**config.mk**
```make
export PLATFORM = sky130hd
export DESIGN_NAME = div_result_display
export DESIGN_NICKNAME = d
export VERILOG_FILES = /design/src/rtl/div_result_display.sv
export SDC_FILE = /design/constraint.sdc
export NUM_CORES = 1
export LEC_CHECK = 0
export BUFFER_PORTS_ARGS = -buffer_cell sky130_fd_sc_hd__buf_2
export CAP_MARGIN = 5
export CORE_MARGIN = 2
export CORE_UTILIZATION = 53
export CTS_CLUSTER_DIAMETER = 30
export DETAILED_ROUTE_END_ITERATION = 12
export GPL_ROUTABILITY_DRIVEN = 1
export PLACE_DENSITY_LB_ADDON = 0.08
export SETUP_SLACK_MARGIN = 0.2
export SYNTH_ARGS = -nofsm -noshare
export SYNTH_HDL_FRONTEND = slang
export SYNTH_SLANG_ARGS = --single-unit
```
**constraint.sdc**
```tcl
create_clock -name Clock -period 1.87 [get_ports Clock]
set_input_delay 0.0935 -clock Clock [delete_from_list [all_inputs] [get_ports Clock]]
set_output_delay 0.0935 -clock Clock [all_outputs]
set_load 0.03 [all_outputs]
```
**src/rtl/div_result_display.sv**
```systemverilog
// div_result_display
//   Display stage that sits behind the 4-bit sequential restoring divider.
//   It counts the divider's fixed latency from the shared Go strobe, captures
//   Quotient/Remainder once they are final, converts each to two decimal
//   digits by repeated subtraction of ten, and drives four active-low
//   7-segment displays (quotient on HEX3:HEX2, remainder on HEX1:HEX0).
//   A zero divisor is reported as "Err" with DivZero set.
//
// Handshake: Go is a start strobe accepted only in IDLE or SHOW. Busy is high
//   from the cycle after an accepted Go until conversion ends; Done pulses
//   for exactly one cycle when the new result appears on the displays.
//
// Ports:
//   Clock      in   rising-edge clock
//   Resetn     in   synchronous active-low reset
//   Go         in   start strobe (same signal that starts the divider)
//   Divisor    in   W bits, sampled together with Go
//   Quotient   in   W bits, divider quotient
//   Remainder  in   W bits, divider remainder
//   HEX3..HEX0 out  7 bits each, active-low segments {g,f,e,d,c,b,a}
//   Busy       out  result being waited for or converted
//   Done       out  one-cycle pulse on first SHOW cycle
//   DivZero    out  displayed result came from a zero divisor
module div_result_display #(
    parameter int W           = 4,
    parameter int DIV_LATENCY = 5
) (
    input  logic         Clock,
    input  logic         Resetn,
    input  logic         Go,
    input  logic [W-1:0] Divisor,
    input  logic [W-1:0] Quotient,
    input  logic [W-1:0] Remainder,
    output logic [6:0]   HEX3,
    output logic [6:0]   HEX2,
    output logic [6:0]   HEX1,
    output logic [6:0]   HEX0,
    output logic         Busy,
    output logic         Done,
    output logic         DivZero
);

    typedef enum logic [2:0] {
        S_IDLE    = 3'd0,
        S_WAIT    = 3'd1,
        S_CAPTURE = 3'd2,
        S_CONV_Q  = 3'd3,
        S_CONV_R  = 3'd4,
        S_SHOW    = 3'd5
    } state_t;

    localparam int          CW        = (DIV_LATENCY > 1) ? $clog2(DIV_LATENCY) : 1;
    localparam logic [W-1:0] TEN      = W'(10);
    localparam logic [6:0]  SEG_BLANK = 7'b1111111;
    localparam logic [6:0]  SEG_E     = 7'b0000110;
    localparam logic [6:0]  SEG_R     = 7'b0101111;

    state_t         state;
    state_t         state_nxt;
    logic [CW-1:0]  wait_cnt;
    logic [W-1:0]   div_r;
    logic [W-1:0]   q_work;
    logic [W-1:0]   r_work;
    logic [2:0]     q_tens;
    logic [2:0]     r_tens;
    logic [3:0]     q_ones;

    logic           show_load;
    logic [6:0]     hex3_nxt;
    logic [6:0]     hex2_nxt;
    logic [6:0]     hex1_nxt;
    logic [6:0]     hex0_nxt;

    function automatic logic [6:0] seg7(input logic [3:0] d);
        logic [6:0] s;
        case (d)
            4'd0:    s = 7'b1000000;
            4'd1:    s = 7'b1111001;
            4'd2:    s = 7'b0100100;
            4'd3:    s = 7'b0110000;
            4'd4:    s = 7'b0011001;
            4'd5:    s = 7'b0010010;
            4'd6:    s = 7'b0000010;
            4'd7:    s = 7'b1111000;
            4'd8:    s = 7'b0000000;
            4'd9:    s = 7'b0010000;
            default: s = SEG_BLANK;
        endcase
        return s;
    endfunction

    // Leading zero suppression for the tens position.
    function automatic logic [6:0] seg7_tens(input logic [2:0] t);
        return (t == 3'd0) ? SEG_BLANK : seg7({1'b0, t});
    endfunction

    // Next-state logic and display values for the SHOW entry edge.
    always_comb begin
        state_nxt = state;
        hex3_nxt  = SEG_BLANK;
        hex2_nxt  = SEG_BLANK;
        hex1_nxt  = SEG_BLANK;
        hex0_nxt  = SEG_BLANK;

        case (state)
            S_IDLE, S_SHOW: if (Go) state_nxt = S_WAIT;
            S_WAIT:         if (wait_cnt == '0) state_nxt = S_CAPTURE;
            S_CAPTURE:      state_nxt = (div_r == '0) ? S_SHOW : S_CONV_Q;
            S_CONV_Q:       if (q_work < TEN) state_nxt = S_CONV_R;
            S_CONV_R:       if (r_work < TEN) state_nxt = S_SHOW;
            default:        state_nxt = S_IDLE;
        endcase

        show_load = (state_nxt == S_SHOW) && (state != S_SHOW);

        if (state == S_CAPTURE) begin
            hex3_nxt = SEG_E;
            hex2_nxt = SEG_R;
            hex1_nxt = SEG_R;
            hex0_nxt = SEG_BLANK;
        end else begin
            // Leaving CONV_R: r_work already holds the remainder ones digit,
            // so it feeds HEX0 directly on the same edge.
            hex3_nxt = seg7_tens(q_tens);
            hex2_nxt = seg7(q_ones);
            hex1_nxt = seg7_tens(r_tens);
            hex0_nxt = seg7(r_work[3:0]);
        end
    end

    // State register with registered status outputs.
    always_ff @(posedge Clock) begin
        if (!Resetn) begin
            state <= S_IDLE;
            Busy  <= 1'b0;
            Done  <= 1'b0;
        end else begin
            state <= state_nxt;
            Busy  <= state_nxt inside {S_WAIT, S_CAPTURE, S_CONV_Q, S_CONV_R};
            Done  <= show_load;
        end
    end

    // Working registers and display registers.
    always_ff @(posedge Clock) begin
        if (!Resetn) begin
            wait_cnt <= '0;
            div_r    <= '0;
            q_work   <= '0;
            r_work   <= '0;
            q_tens   <= 3'd0;
            r_tens   <= 3'd0;
            q_ones   <= 4'd0;
            HEX3     <= SEG_BLANK;
            HEX2     <= SEG_BLANK;
            HEX1     <= SEG_BLANK;
            HEX0     <= SEG_BLANK;
            DivZero  <= 1'b0;
        end else begin
            case (state)
                S_IDLE, S_SHOW: begin
                    if (Go) begin
                        div_r    <= Divisor;
                        wait_cnt <= CW'(DIV_LATENCY - 1);
                    end
                end
                S_WAIT: begin
                    if (wait_cnt != '0) wait_cnt <= wait_cnt - CW'(1);
                end
                S_CAPTURE: begin
                    q_work <= Quotient;
                    r_work <= Remainder;
                    q_tens <= 3'd0;
                    r_tens <= 3'd0;
                end
                S_CONV_Q: begin
                    if (q_work >= TEN) begin
                        q_work <= q_work - TEN;
                        q_tens <= q_tens + 3'd1;
                    end else begin
                        q_ones <= q_work[3:0];
                    end
                end
                S_CONV_R: begin
                    if (r_work >= TEN) begin
                        r_work <= r_work - TEN;
                        r_tens <= r_tens + 3'd1;
                    end
                end
                default: ;
            endcase

            if (show_load) begin
                HEX3    <= hex3_nxt;
                HEX2    <= hex2_nxt;
                HEX1    <= hex1_nxt;
                HEX0    <= hex0_nxt;
                DivZero <= (state == S_CAPTURE);
            end
        end
    end

endmodule

```
---- Yosys cells after proc, flatten, opt, wreduce, memory -nomap -nowiden ----
Memories as Yosys holds them, arrays and structs flattened. A register that Yosys moved wholly into a read port is not among the register bits.
Index checks and enable logic that the tools add are counted.
Widths: inputs -> output; s select.
storage, ports and cells
  register bits after elaboration ......... 59
  bits in latches ......................... 0
  RAM bits ................................ 0
  bits in read-only memories .............. 336
  bits of input ports ..................... 15
  output and inout port bits .............. 31
  word-level logic and storage cells ...... 92
  memories ................................ 4
operators by class
  add/sub/neg operators ................... 5
  multiply operators ...................... 0
  divide/modulo/power cells ............... 0
  $lt $le $gt $ge ......................... 4
  equal/unequal tests ..................... 15
  shifts and indexed selects .............. 0
  muxes and demuxes ....................... 31
  bitwise operators ....................... 1
  reduce and logical (&&, ||, !) cells .... 17
memory list
  name             words  bits a word  rd ports  clocked after memory_dff  write ports  RTL line  RTL
  (no name shown)  16     7            1         1                         0            76        case (d)
  (no name shown)  16     7            1         1                         0            76
  (no name shown)  8      7            1         1                         0            76
  (no name shown)  8      7            1         1                         0            76
operator list
  kind                 count
  $mux 7               6
  $mux 3               13
  $mux 4               6
  $pmux 3 s2           3
  $pmux 4 s2           2
  $pmux 3 s5           1
  $eq 3x2->1 const B   4
  $eq 3x3->1 const B   4
  $logic_not 3->1      4
  $ge 4x4->1 const B   2
  $lt 4x4->1 const B   2
  $ne 2x2->1 const B   4
  $reduce_and 2->1     4
  $sub 4x4->4 const B  2
  $add 3x1->3 const B  2
  $eq 3x1->1 const B   2
  $reduce_bool 2->1    3
  $logic_not 4->1      1
  $reduce_bool 4->1    1
  $ne 3x3->1 const B   1
  $reduce_and 3->1     1
  $reduce_bool 3->1    1
  $sub 3x1->3 const B  1
  $reduce_or 2->1      1
  2 further kinds      2

---- Logic depth before layout (Yosys ltp) ----
  depth in word-level cells ............... 5
  depth in mapped cells ................... 11
  depth with buffers taken out ............ 9

---- Least setup slack after synthesis ----
No wires, ideal clock.
  path kind ............................... reg-to-reg
  start point ............................. register r_work[3]
  end point ............................... register with a tool-made name
  setup time .............................. 0.123 ns
  arrival ................................. 1.886 ns
  data required time ...................... 1.747 ns
  setup slack ............................. -0.140 ns
  stages on the path, launching flop included .. 6
  path buffers ............................ 0
  period minus slack after synthesis ...... 2.010 ns
  path through ............................ dfxtp_1 > or4bb_1 > o31ai_1 > nand2_1 > ha_1 > mux2_1
RTL lines
  what                    RTL line  RTL
  from (decl)             63        logic [W-1:0] r_work;
  from (signal assigned)  172       r_work <= Remainder;
  from (signal assigned)  186       r_work <= r_work - TEN;

==> flow_metrics.env <==
export IMPL_cts_root_buffer="clkbuf_8"
export IMPL_synth_seq_area_share=0.414
export IMPL_yosys_warnings=0
export IMPL_synth_top_cell_area_share=0.414
export IMPL_slew_limit_headroom=0.643
export IMPL_clkTransAtPathRegs_ps=90
export IMPL_grt_pass1_wl_um=17600
export IMPL_fmax_mhz=479
export IMPL_vias=3917
export IMPL_synth_most_common_cell="dfxtp_1"
export IMPL_powerDensity_mw_per_mm2=1360
export IMPL_seq_area_sq_mm=0.00175
export IMPL_fin_skew_ps=13.6
export IMPL_gp_congestion=0.892
export IMPL_finalPower_uw=8750
export IMPL_synth_cells=455
export IMPL_numCtsBuffers=9
export IMPL_cts_tree="yes"
export IMPL_hold_path_class="input port to register"
export IMPL_synth_seq_cells=87
export IMPL_port_buffers=45
export IMPL_final_setup_tns_ps=-4050
export IMPL_post_route_period_util=1.12
export IMPL_crit_required_ps=2120
export IMPL_n_antenna_cell=0
export IMPL_rsz0062_at_grt="yes"
export IMPL_critPathArrivalTime_ps=2340
export IMPL_die_w_um=93.1
export IMPL_rows=32
export IMPL_vdd_drop_max_v=0.000863
export IMPL_grt_overflow_total=0
export IMPL_hold_ws_ps=31.7
export IMPL_area_growth_pct=52.6
export IMPL_synth_top_cell_by_area="dfxtp_1"
export IMPL_critical_path_max_fanout=4
export IMPL_clk_latency_ps=370
export IMPL_multiInputGateArea_sq_mm=0.00287
export IMPL_ant_nets=0
export IMPL_start_kind="register"
export IMPL_end_kind="register"
export IMPL_violations="negative setup slack"
export IMPL_syn_num_nets=498
export IMPL_synthFlopType="dfxtp_1"
export IMPL_dieArea_sq_mm=0.00867
export IMPL_dr_pass1_iters=4
export IMPL_nets=638
export IMPL_drt_drc_violations_left=0
export IMPL_dp_final_hpwl_um=7070
export IMPL_synth_cell_type_count=70
export IMPL_io_pins=46
export IMPL_drv_cap=0
export IMPL_synth_avg_cell_area_sq_um=9.25
export IMPL_cts_max_path_buffers=2
export IMPL_floorplan_core_area_sq_mm=0.00773
export IMPL_synth_edff_count=0
export IMPL_start_util=0.545
export IMPL_cts_max_level=3
export IMPL_status="complete, but fails checks"
export IMPL_first_iter_violations=208
export IMPL_track_usage=0.258
export IMPL_antenna_found_initial=0
export IMPL_crit_type="register to register"
export IMPL_wl_per_cell_um=18.1
export IMPL_grt_pass1_vias=3715
export IMPL_fillers=402
export IMPL_worstMarginPinSlew_ps=531
export IMPL_final_hold_viol_count=0
export IMPL_fin_crit_ps=2090
export IMPL_syn_area_sq_mm=0.00421
export IMPL_slew_violations=0
export IMPL_yosys_top_cells_count="dfxtp_1 (87), inv_1 (40), a21oi_1 (33), ha_1 (28), nor2_1 (28)"
export IMPL_via_per_inst=5.58
export IMPL_leakagePower_uw=0.00266
export IMPL_synth_area_top_cells="dfxtp_1 (41%), ha_1 (8.3%), a21oi_1 (3.9%), inv_1 (3.6%), mux2i_1 (3.6%)"
export IMPL_async_flop_share=0
export IMPL_clkSinkCount=87
export IMPL_grt_start_max_net_pins=44
export IMPL_drive_above_1_share=0.465
export IMPL_timing_final_ws_setup_ps=-217
export IMPL_setup_viol=46
export IMPL_die_h_um=93.1
export IMPL_drt_wl_total_um=12700
==> path summary, 6_finish.rpt <==
| kind | cells past startpoint | slack [ps] | from | to |
|---|---|---|---|---|
| hold reg to reg | 1 | 450 | HEX3[3]$_SDFFE_PN1P_ | HEX3[3]$_SDFFE_PN1P_ |
| hold / removal | 3 | 30 | Quotient[1] | q_work[1]$_SDFFE_PN0N_ |
| setup / recovery | 5 | -220 | state[1]$_SDFF_PN0_ | register |
| setup reg to reg | 5 | -220 | state[1]$_SDFF_PN0_ | register |
==> cell usage in the layout, fill, tap and decap left out, drive strengths merged, types with 4 or more instances in the layout <==
cell type    count
buf            147
dfxtp           87
inv             43
a21oi           36
nor2            29
o21ai           29
ha              28
nand2           23
nor4            20
mux2i           15
a31oi           12
clkbuf          12
nor3            11
a21o            10
nor2b            7
nand3            7
dlygate4sd3      6
nand2b           5
o31ai            5
o21a             5
o211ai           4
mux2             4
==> critical path, cell delays in order, from the launching register on <==
cell     delay [ps]
dfxtp_2         350
or4bb_4         580
o31ai_2         320
nand2_2         140
ha_1            330
mux2_4          280
==> stage by stage <==
step | util | instances | setup slack (ps) | cell area [sq um]
finish | 0.831 | 702 | -217 | 6420
global placement | 0.659 | 655 | -170 | 5090
floorplan | - | 455 | -104 | 4260
CTS | 0.769 | 691 | -117 | 5940
global route | 0.831 | 702 | -260 | 6420
detailed placement | 0.659 | 655 | -177 | 5090
==> final cells by class <==
type	count	share of cell area
multi-input combinational	300	0.446
sequential	87	0.272
timing repair buffer	155	0.206
inverter	42	0.0249
clock buffer	10	0.0199
tap	102	0.0199
clock inverter	6	0.0107
==> kinds of logic (layout without fill, tap and decap cells) <==
kind of cell               after synthesis  in the layout  share of synthesized area
adders and majority gates               28             28                     0.0833
AOI/OAI and AO/OA                      119            119                      0.193
DFF                                     87             87                      0.414
xor gates and xnor gates                 4              4                    0.00833
muxes                                   19             19                     0.0464
buffers and inverters                   68            213                     0.0773
and+or+nand+nor                        130            130                      0.178
==> power breakdown <==
part	leakage (uW)	switching, uW	internal [uW]
Sequential	0.000707	246	2200
Combinational	0.00186	2690	2260
Clock	0.0000968	732	626
==> routing by layer <==
| metal | vias to the layer above | global-route usage | part of all wire |
|---|---|---|---|
| met5 | - | 0 | 0 |
| met4 | 0 | 0.102 | 0.020 |
| met3 | 23 | 0.0346 | 0.038 |
| met2 | 96 | 0.455 | 0.53 |
| met1 | 1921 | 0.319 | 0.41 |
| li1 | 1877 | - | - |
==> timing repair <==
| item | 4_1_cts | 5_1_grt |
|---|---|---|
| resized for setup | 89 | 66 |
| endpoints found under the hold margin | 6 | 0 |
| hold buffers | 6 | 0 |
| cloned | 3 | 2 |
| setup endpoints to repair | 64 | 75 |
| setup buffers | 11 | 9 |
| pin swaps | 15 | 21 |
No activity file was read; power rests on OpenSTA's default activity.
